**src/rtl/ps2_tx.sv**
```systemverilog
`timescale 1ns / 1ps
`default_nettype none
// ============================================================================
// Module   : ps2_tx
// Brief    : PS/2 host-to-device byte transmitter (open-drain oe outputs).
// Revision : 1.0 - initial release
// ============================================================================
module ps2_tx #(
  parameter int INHIBIT_CYCLES = 5000,
  parameter int FILTER_WIDTH   = 3,
  parameter int TIMEOUT_CYCLES = 750000
) (
  input  logic       clk,
  input  logic       rst,
  input  logic [7:0] tx_data,
  input  logic       tx_valid,
  output logic       tx_ready,
  input  logic       ps2_clk_in,
  input  logic       ps2_data_in,
  output logic       ps2_clk_oe,
  output logic       ps2_data_oe,
  output logic       done,
  output logic       err
);

  localparam int INH_W = $clog2(INHIBIT_CYCLES + 1);
  localparam int TO_W  = $clog2(TIMEOUT_CYCLES + 1);

  localparam logic [INH_W-1:0]        INH_LAST  = INH_W'(INHIBIT_CYCLES - 1);
  localparam logic [TO_W-1:0]         TO_LAST   = TO_W'(TIMEOUT_CYCLES - 1);
  localparam logic [FILTER_WIDTH-1:0] FILT_LAST = FILTER_WIDTH'((2 ** FILTER_WIDTH) - 2);

  localparam logic [2:0] ST_IDLE      = 3'd0;
  localparam logic [2:0] ST_INHIBIT   = 3'd1;
  localparam logic [2:0] ST_START     = 3'd2;
  localparam logic [2:0] ST_DATA      = 3'd3;
  localparam logic [2:0] ST_PARITY    = 3'd4;
  localparam logic [2:0] ST_STOP      = 3'd5;
  localparam logic [2:0] ST_ACK       = 3'd6;
  localparam logic [2:0] ST_WAIT_IDLE = 3'd7;

  logic                    clk_s1_q, clk_s2_q, data_s1_q, data_s2_q;
  logic                    filt_clk_q, filt_clk_d, filt_prev_q;
  logic [FILTER_WIDTH-1:0] filt_cnt_q, filt_cnt_d;
  logic [2:0]              state_q, state_d;
  logic [7:0]              byte_q, byte_d;
  logic                    parity_q, parity_d;
  logic [2:0]              bit_idx_q, bit_idx_d;
  logic [INH_W-1:0]        inh_cnt_q, inh_cnt_d;
  logic [TO_W-1:0]         to_cnt_q, to_cnt_d;
  logic                    clk_oe_q, clk_oe_d, data_oe_q, data_oe_d;
  logic                    ready_q, ready_d, done_q, done_d, err_q, err_d;
  logic                    fall, in_xfer;

  assign fall    = filt_prev_q & ~filt_clk_q;
  assign in_xfer = (state_q != ST_IDLE) && (state_q != ST_INHIBIT);

  // The filtered clock follows the synced level only after it has differed
  // for 2**FILTER_WIDTH-1 consecutive cycles.
  always_comb begin
    filt_clk_d = filt_clk_q;
    filt_cnt_d = '0;
    if (clk_s2_q != filt_clk_q) begin
      if (filt_cnt_q == FILT_LAST) begin
        filt_clk_d = clk_s2_q;
      end else begin
        filt_cnt_d = filt_cnt_q + 1'b1;
      end
    end
  end

  always_comb begin
    state_d   = state_q;
    byte_d    = byte_q;
    parity_d  = parity_q;
    bit_idx_d = bit_idx_q;
    inh_cnt_d = '0;
    to_cnt_d  = '0;
    done_d    = 1'b0;
    err_d     = 1'b0;

    if (in_xfer) begin
      to_cnt_d = fall ? '0 : to_cnt_q + 1'b1;
    end

    case (state_q)
      ST_IDLE: begin
        bit_idx_d = '0;
        if (tx_valid) begin
          byte_d   = tx_data;
          parity_d = ~^tx_data;
          state_d  = ST_INHIBIT;
        end
      end
      ST_INHIBIT: begin
        if (inh_cnt_q == INH_LAST) begin
          state_d = ST_START;
        end else begin
          inh_cnt_d = inh_cnt_q + 1'b1;
        end
      end
      ST_START: begin
        if (fall) begin
          bit_idx_d = '0;
          state_d   = ST_DATA;
        end
      end
      ST_DATA: begin
        if (fall) begin
          if (bit_idx_q == 3'd7) begin
            state_d = ST_PARITY;
          end else begin
            bit_idx_d = bit_idx_q + 1'b1;
          end
        end
      end
      ST_PARITY: if (fall) state_d = ST_STOP;
      ST_STOP:   if (fall) state_d = ST_ACK;
      ST_ACK: begin
        if (fall) begin
          if (!data_s2_q) begin
            state_d = ST_WAIT_IDLE;
          end else begin
            err_d   = 1'b1;
            state_d = ST_IDLE;
          end
        end
      end
      ST_WAIT_IDLE: begin
        if (filt_clk_q && data_s2_q) begin
          done_d  = 1'b1;
          state_d = ST_IDLE;
        end
      end
      default: state_d = ST_IDLE;
    endcase

    // A silent device aborts the transfer; this overrides any done pulse.
    if (in_xfer && !fall && (to_cnt_q == TO_LAST)) begin
      state_d = ST_IDLE;
      done_d  = 1'b0;
      err_d   = 1'b1;
    end

    ready_d   = (state_d == ST_IDLE);
    clk_oe_d  = (state_d == ST_INHIBIT);
    data_oe_d = 1'b0;
    case (state_d)
      ST_START:  data_oe_d = 1'b1;
      ST_DATA:   data_oe_d = ~byte_d[bit_idx_d];
      ST_PARITY: data_oe_d = ~parity_d;
      default:   data_oe_d = 1'b0;
    endcase
  end

  always_ff @(posedge clk) begin
    if (rst) begin
      clk_s1_q    <= 1'b1;
      clk_s2_q    <= 1'b1;
      data_s1_q   <= 1'b1;
      data_s2_q   <= 1'b1;
      filt_clk_q  <= 1'b1;
      filt_prev_q <= 1'b1;
      filt_cnt_q  <= '0;
      state_q     <= ST_IDLE;
      byte_q      <= '0;
      parity_q    <= 1'b0;
      bit_idx_q   <= '0;
      inh_cnt_q   <= '0;
      to_cnt_q    <= '0;
      clk_oe_q    <= 1'b0;
      data_oe_q   <= 1'b0;
      ready_q     <= 1'b1;
      done_q      <= 1'b0;
      err_q       <= 1'b0;
    end else begin
      clk_s1_q    <= ps2_clk_in;
      clk_s2_q    <= clk_s1_q;
      data_s1_q   <= ps2_data_in;
      data_s2_q   <= data_s1_q;
      filt_clk_q  <= filt_clk_d;
      filt_prev_q <= filt_clk_q;
      filt_cnt_q  <= filt_cnt_d;
      state_q     <= state_d;
      byte_q      <= byte_d;
      parity_q    <= parity_d;
      bit_idx_q   <= bit_idx_d;
      inh_cnt_q   <= inh_cnt_d;
      to_cnt_q    <= to_cnt_d;
      clk_oe_q    <= clk_oe_d;
      data_oe_q   <= data_oe_d;
      ready_q     <= ready_d;
      done_q      <= done_d;
      err_q       <= err_d;
    end
  end

  assign tx_ready    = ready_q;
  assign ps2_clk_oe  = clk_oe_q;
  assign ps2_data_oe = data_oe_q;
  assign done        = done_q;
  assign err         = err_q;

endmodule
`default_nettype wire

```
**config.mk**
```make
export PLATFORM = sky130hd
export DESIGN_NAME = ps2_tx
export DESIGN_NICKNAME = d
export VERILOG_FILES = /design/src/rtl/ps2_tx.sv
export SDC_FILE = /design/constraint.sdc
export NUM_CORES = 1
export LEC_CHECK = 0
export ABC_AREA = 1
export CORE_MARGIN = 2
export CORE_UTILIZATION = 63
export DETAILED_ROUTE_END_ITERATION = 10
export DONT_BUFFER_PORTS = 1
export PLACE_DENSITY = 0.79
export SYNTH_ARGS = -nofsm -noshare
export SYNTH_HDL_FRONTEND = slang
export SYNTH_SLANG_ARGS = --single-unit
export TNS_END_PERCENT = 30
```
**constraint.sdc**
```tcl
create_clock -name clk -period 2.35 [get_ports clk]
set_clock_uncertainty 0.2 [all_clocks]
set_input_delay 0.1175 -clock clk [delete_from_list [all_inputs] [get_ports clk]]
set_output_delay 0.1175 -clock clk [all_outputs]
set_load 0.03 [all_outputs]
```
Word level (Yosys, flattened, before mapping)
Index checks and enable logic that the tools add are counted.
{ "totals": {"inputBits": 13, "output_inout_bits": 5, "elab_cells": 90, "regBits": 62} }
{ "classes": {"magnitude_cmp": 1, "n_reduce_logical": 14, "bitwise_logic": 8, "addsub": 4, "n_eq_ne": 17, "mux": 28} }
{ "op_table": {"columns": ["op", "count"], "rows": [
  ["two-way mux 3 bit", 14],
  ["one-hot mux 3 bit (8 select lines)", 1],
  ["equality test 3 bit (second input constant)", 7],
  ["adder 20 x 1 -> 20 bit (second input constant)", 1],
  ["equality test 20 bit (second input constant)", 1],
  ["two-way mux 8 bit", 2],
  ["adder 13 x 1 -> 13 bit (second input constant)", 1],
  ["equality test 13 bit (second input constant)", 1],
  ["equality test 3 x 2 -> 1 bit (second input constant)", 4],
  ["OR reduction 3 bit", 4],
  ["one-hot mux 3 bit (3 select lines)", 1],
  ["two-way mux 1 bit", 8],
  ["XNOR reduction 8 bit", 1],
  ["NOT 1 bit", 7],
  ["adder 3 x 1 -> 3 bit (second input constant)", 2],
  ["equality test 3 x 1 -> 1 bit (second input constant)", 2],
  ["zero test 3 bit", 2],
  ["logical AND 1 bit", 4],
  ["less-than comparator 3 x 4 -> 1 bit (second input constant)", 1],
  ["binary-select mux 1 bit (select 3 bit)", 1],
  ["!= test 3 x 1 -> 1 bit (second input constant)", 1],
  ["one-hot mux 1 bit (3 select lines)", 1],
  ["nonzero test 3 bit", 1],
  ["AND reduction 2 bit", 1],
  ["other kinds (3)", 3]
]} }

Logic depth before layout (Yosys ltp)
{ "logic_depth": {"depth_word": 8, "mapped_depth": 12, "ltp_nobuf": 12} }

Least setup slack after synthesis
No wires, ideal clock.
{ "synth_timing": {"path_type": "reg-to-reg", "startpoint": "register inh_cnt_q[0]", "endpoint": "register inh_cnt_q[12]", "setup_slack_ns": 0.507, "path_stages_with_launch": 12, "setup_time_ns": 0.070, "synth_period_minus_slack_ns": 1.843, "required_time_ns": 2.080, "path_buffers": 0, "t_arrival_ns": 1.573, "cell_sequence": "dfxtp_1 -> ha_1 -> nand2_2 -> nor2_2 -> nand2_2 -> inv_2 -> nand3_2 -> or2_1 -> nor2_2 -> nand2_1 -> or2_0 -> a21oi_1"} }
{ "synth_between": {"elab_chain_cells": 2, "word_cells_on_any_way": 3, "classes_between": "add/sub: 1; eq/ne: 1; reduce/logical: 1"} }
{ "synth_rtl": {"columns": ["element", "line", "rtl"], "rows": [
  ["from (decl)", "49", "logic [INH_W-1:0] inh_cnt_q, inh_cnt_d;"],
  ["from (signal assigned)", "188", "inh_cnt_q <= inh_cnt_d;"],
  ["branches (longest 2 deep; another with adder 13 x 1 -> 13 bit)", null, null]
]} }
Several ways; the timed one is not identified.
A chain may end at the register's enable or synchronous reset.

Worst setup path after layout
{ "layout_timing": {"startpoint": "register state_q[2]", "endpoint": "register byte_q[5]"} }
{ "layout_between": {"elab_chain_cells": 2} }
{ "layout_rtl": {"columns": ["element", "line", "rtl"], "rows": [
  ["from (decl)", "45", "logic [2:0] state_q, state_d;"],
  ["from (signal assigned)", "184", "state_q <= state_d;"],
  ["zero test 3 bit", "86", "case (state_q)"],
  ["two-way mux 8 bit", "86", null],
  ["to (signal assigned)", "185", "byte_q <= byte_d;"],
  ["to (decl)", "46", "logic [7:0] byte_q, byte_d;"]
]} }
No other way between the ends.

==> run summary <==
IO buf count = 0
unrepaired setup endpoints after global routing = yes
hold_ws = 0.0917 ns
Reg-to-Reg End = byte_q[5]
Rel. slew slack = 0.519
gr ovfl total = 0
placed insts = 469
number of I/O pins = 18
fin worst setup slack = 0.114 ns
final WL = 6.01 mm
CP startpoint kind = flip-flop
register area share after synthesis = 0.415
Worst setup EP type = flip-flop
Worst VDD drop = 0.504 mV
first-pass GRT wire length = 10.1 mm
post-synthesis instance total = 421
Comb power frac = 0.069
Switching Fraction = 0.237
Die Span Y = 72.9 µm
sequential group share of total power = 0.543
Final Power = 2.00 mW
Worst Reg-to-Reg Cells = 7
Residual DRC = 0
Post-DRT Antenna Nets = 0
R2R Setup Slk = 0.11 ns
antenna violations before repair = 0
CTS buffer count = 9
fin crit period = 2.24 ns
routability cong. = 0.908
pwr/cell area = 600 nW/µm²
most used flip-flop cell after synthesis = dfxtp_1
most frequent cells in the layout = nand2_1 (105), dfxtp_1 (62), inv_1 (46)
synth top area cells = dfxtp_1 (42%), nand2_1 (13%), nand3_1 (6.0%), inv_1 (5.8%), nor2_1 (5.4%)
MaxCap Viol Count = 0
crit path cell chain = nor2_1 -> nand2_1 -> nor2_4 -> inv_1 -> nand2_1 -> a21oi_1 -> dlygate4sd3_1
detailed placement HPWL = 4.30 mm
share of flip-flops with an asynchronous set or reset = 0
DP Area = 3040 µm²
crit-path max FO = 9
DR iter-0 viols = 129
slowest CP cell = dlygate4sd3_1
drt wl/cell = 12.1 µm
share of cells above drive strength 1 = 0.0903
setup TNS = 0 ns
count of final max-slew check failures = 0
H-tree Lvls = 3
CTS tree = done
Ys Warns = 0
row cnt = 25
DR pass1 iterations = 5
vias in the first global route = 2462
largest area contributor in the netlist = dfxtp_1
Int Pwr = 1.53 mW
Root Buffer Master = clkbuf_8
most common cell after layout, fill and taps aside = nand2_1
DP Worst Slack = 0.230 ns
Setup-failing EPs final = 0
CP most frequent cell = nand2_1
class of the most critical setup path = flip-flop to flip-flop
Yosys cell types = 33
Leak Pwr = 1.37 nW
Core Region = 4660 µm²
clock latency on the worst-skew pair = 0.34 ns
Non-Filler Instances = 497
Critical Path Start = state_q[2]
Mapped Avg Cell Area = 7.10 µm²
slowest cell delay on critical path = 0.59 ns
number of clock sinks = 62
Buf+Inv Stages, Crit Path = 2
CTS Buffer Depth = 2
post-synth top area share = 0.415
Hold Crit Depth = 7
worst endpoint data arrival time = 2.26 ns
FF+latch count, synth = 62
Worst Max-Slew Pin Slew = 0.719 ns
Via-to-Cell Ratio = 5.41
gr usage total = 0.246
final instance area = 3340 µm²
Initial Utilization = 0.642
pin count of the biggest net entering global routing = 20
critical path depth in cells = 7
Worst EP required = 2.37 ns
CP Capture Point = byte_q[5]
Via Count = 2691
CP top delay family = simple AND/OR/NAND/NOR gates
Die ar. = 5310 µm²
Post-synth EDFFs = 0
Clock transition at path regs = 0.07 ns
chip width = 72.9 µm
RR Startpoint = state_q[2]
Sw Pwr = 475 µW
clock share of power = 0.388
Max Fclk = 447 MHz
Final Cycle Share = 0.952
Hold WC Path Type = input port to flip-flop
final hold vios = 0
Layout area overhead = 11.5%
final core occ = 0.716
nets@finish = 458
ANT cells = 0
Post-Synthesis Cell Area = 2990 µm²
status = finished, final reports clean
Syn Nets = 439
## kinds of logic after synthesis
kind of cell | synth area share
flip-flops | 0.415
AND/OR/NAND/NOR | 0.362
buffers and inverters | 0.0703
adder cells (fa/ha/maj) | 0.0209
XOR/XNOR | 0.0469
AO/OA/AOI/OAI | 0.0849
## power by group through the flow
stage | registers [mW] | logic [mW] | clock network (mW)
after global placement | 1.11 | 0.107 | 0
final | 1.09 | 0.138 | 0.776
after floorplan | 1.11 | 0.0969 | 0
after CTS | 1.09 | 0.135 | 0.789
after detailed placement | 1.11 | 0.110 | 0
after global routing | 1.09 | 0.154 | 0.831
## state kept, by name, summed over array words and instances, names as in the netlist, 3 cells and up
| name | cells |
|---|---|
| inh_cnt_q | 13 |
| to_cnt_q | 20 |
| bit_idx_q | 3 |
| byte_q | 8 |
| state_q | 3 |
| filt_cnt_q | 3 |
## routing by layer
layer  up-vias  part of all wire  GRT usage
li1       1392                 -          -
met1      1218              0.46      0.303
met2        61              0.47      0.403
met3        20             0.042     0.0566
met4         0             0.032      0.123
met5         -                 0          0
## synth_stat cells, types with 4 or more instances
| master | n |
|---|---|
| nand2_1 | 105 |
| dfxtp_1 | 62 |
| inv_1 | 46 |
| nor2_1 | 43 |
| nand3_1 | 36 |
| a21oi_1 | 28 |
| xnor2_1 | 10 |
| nor3_1 | 9 |
| o21ai_0 | 9 |
| nand4_1 | 7 |
| nor2_2 | 7 |
| nor3b_1 | 6 |
| or2_2 | 6 |
| xor2_1 | 6 |
| ha_1 | 5 |
| clkbuf_1 | 4 |
| nand2_2 | 4 |
## final cells by class
type / instances / area [µm²]
Multi-Input combinational cell: 304 / 1540
Fill cell: 375 / 1330
Sequential cell: 62 / 1240
Inverter: 48 / 180
Timing Repair Buffer: 15 / 148
Clock buffer: 12 / 145
Tap cell: 54 / 67.6
Clock inverter: 2 / 10.0
## tightest hold or removal path: cells and delay by family
kind | cells | cell delay, ns
AO/OA/AOI/OAI | 1 | 0.07
AND/OR/NAND/NOR | 6 | 0.40
## worst min path at each step
| stage | to | start | slack, ns |
|---|---|---|---|
| after detailed placement | byte_q[5] | rst | -0.006 |
| final | ps2_data_oe | tx_data[5] | 0.09 |
| after global routing | ps2_data_oe | tx_data[5] | 0.16 |
| after floorplan | clk_s1_q | ps2_clk_in | 0.02 |
| after CTS | ps2_data_oe | tx_data[5] | 0.08 |
| after global placement | byte_q[7] | rst | -0.008 |
## repair_timing
item,CTS,global route
endpoints found under the setup margin,0,2
hold buffers,14,0
gates resized for setup,0,2
buffers inserted,0,0
hold endpoints to repair,29,0
(Power assumes the default switching activity.)
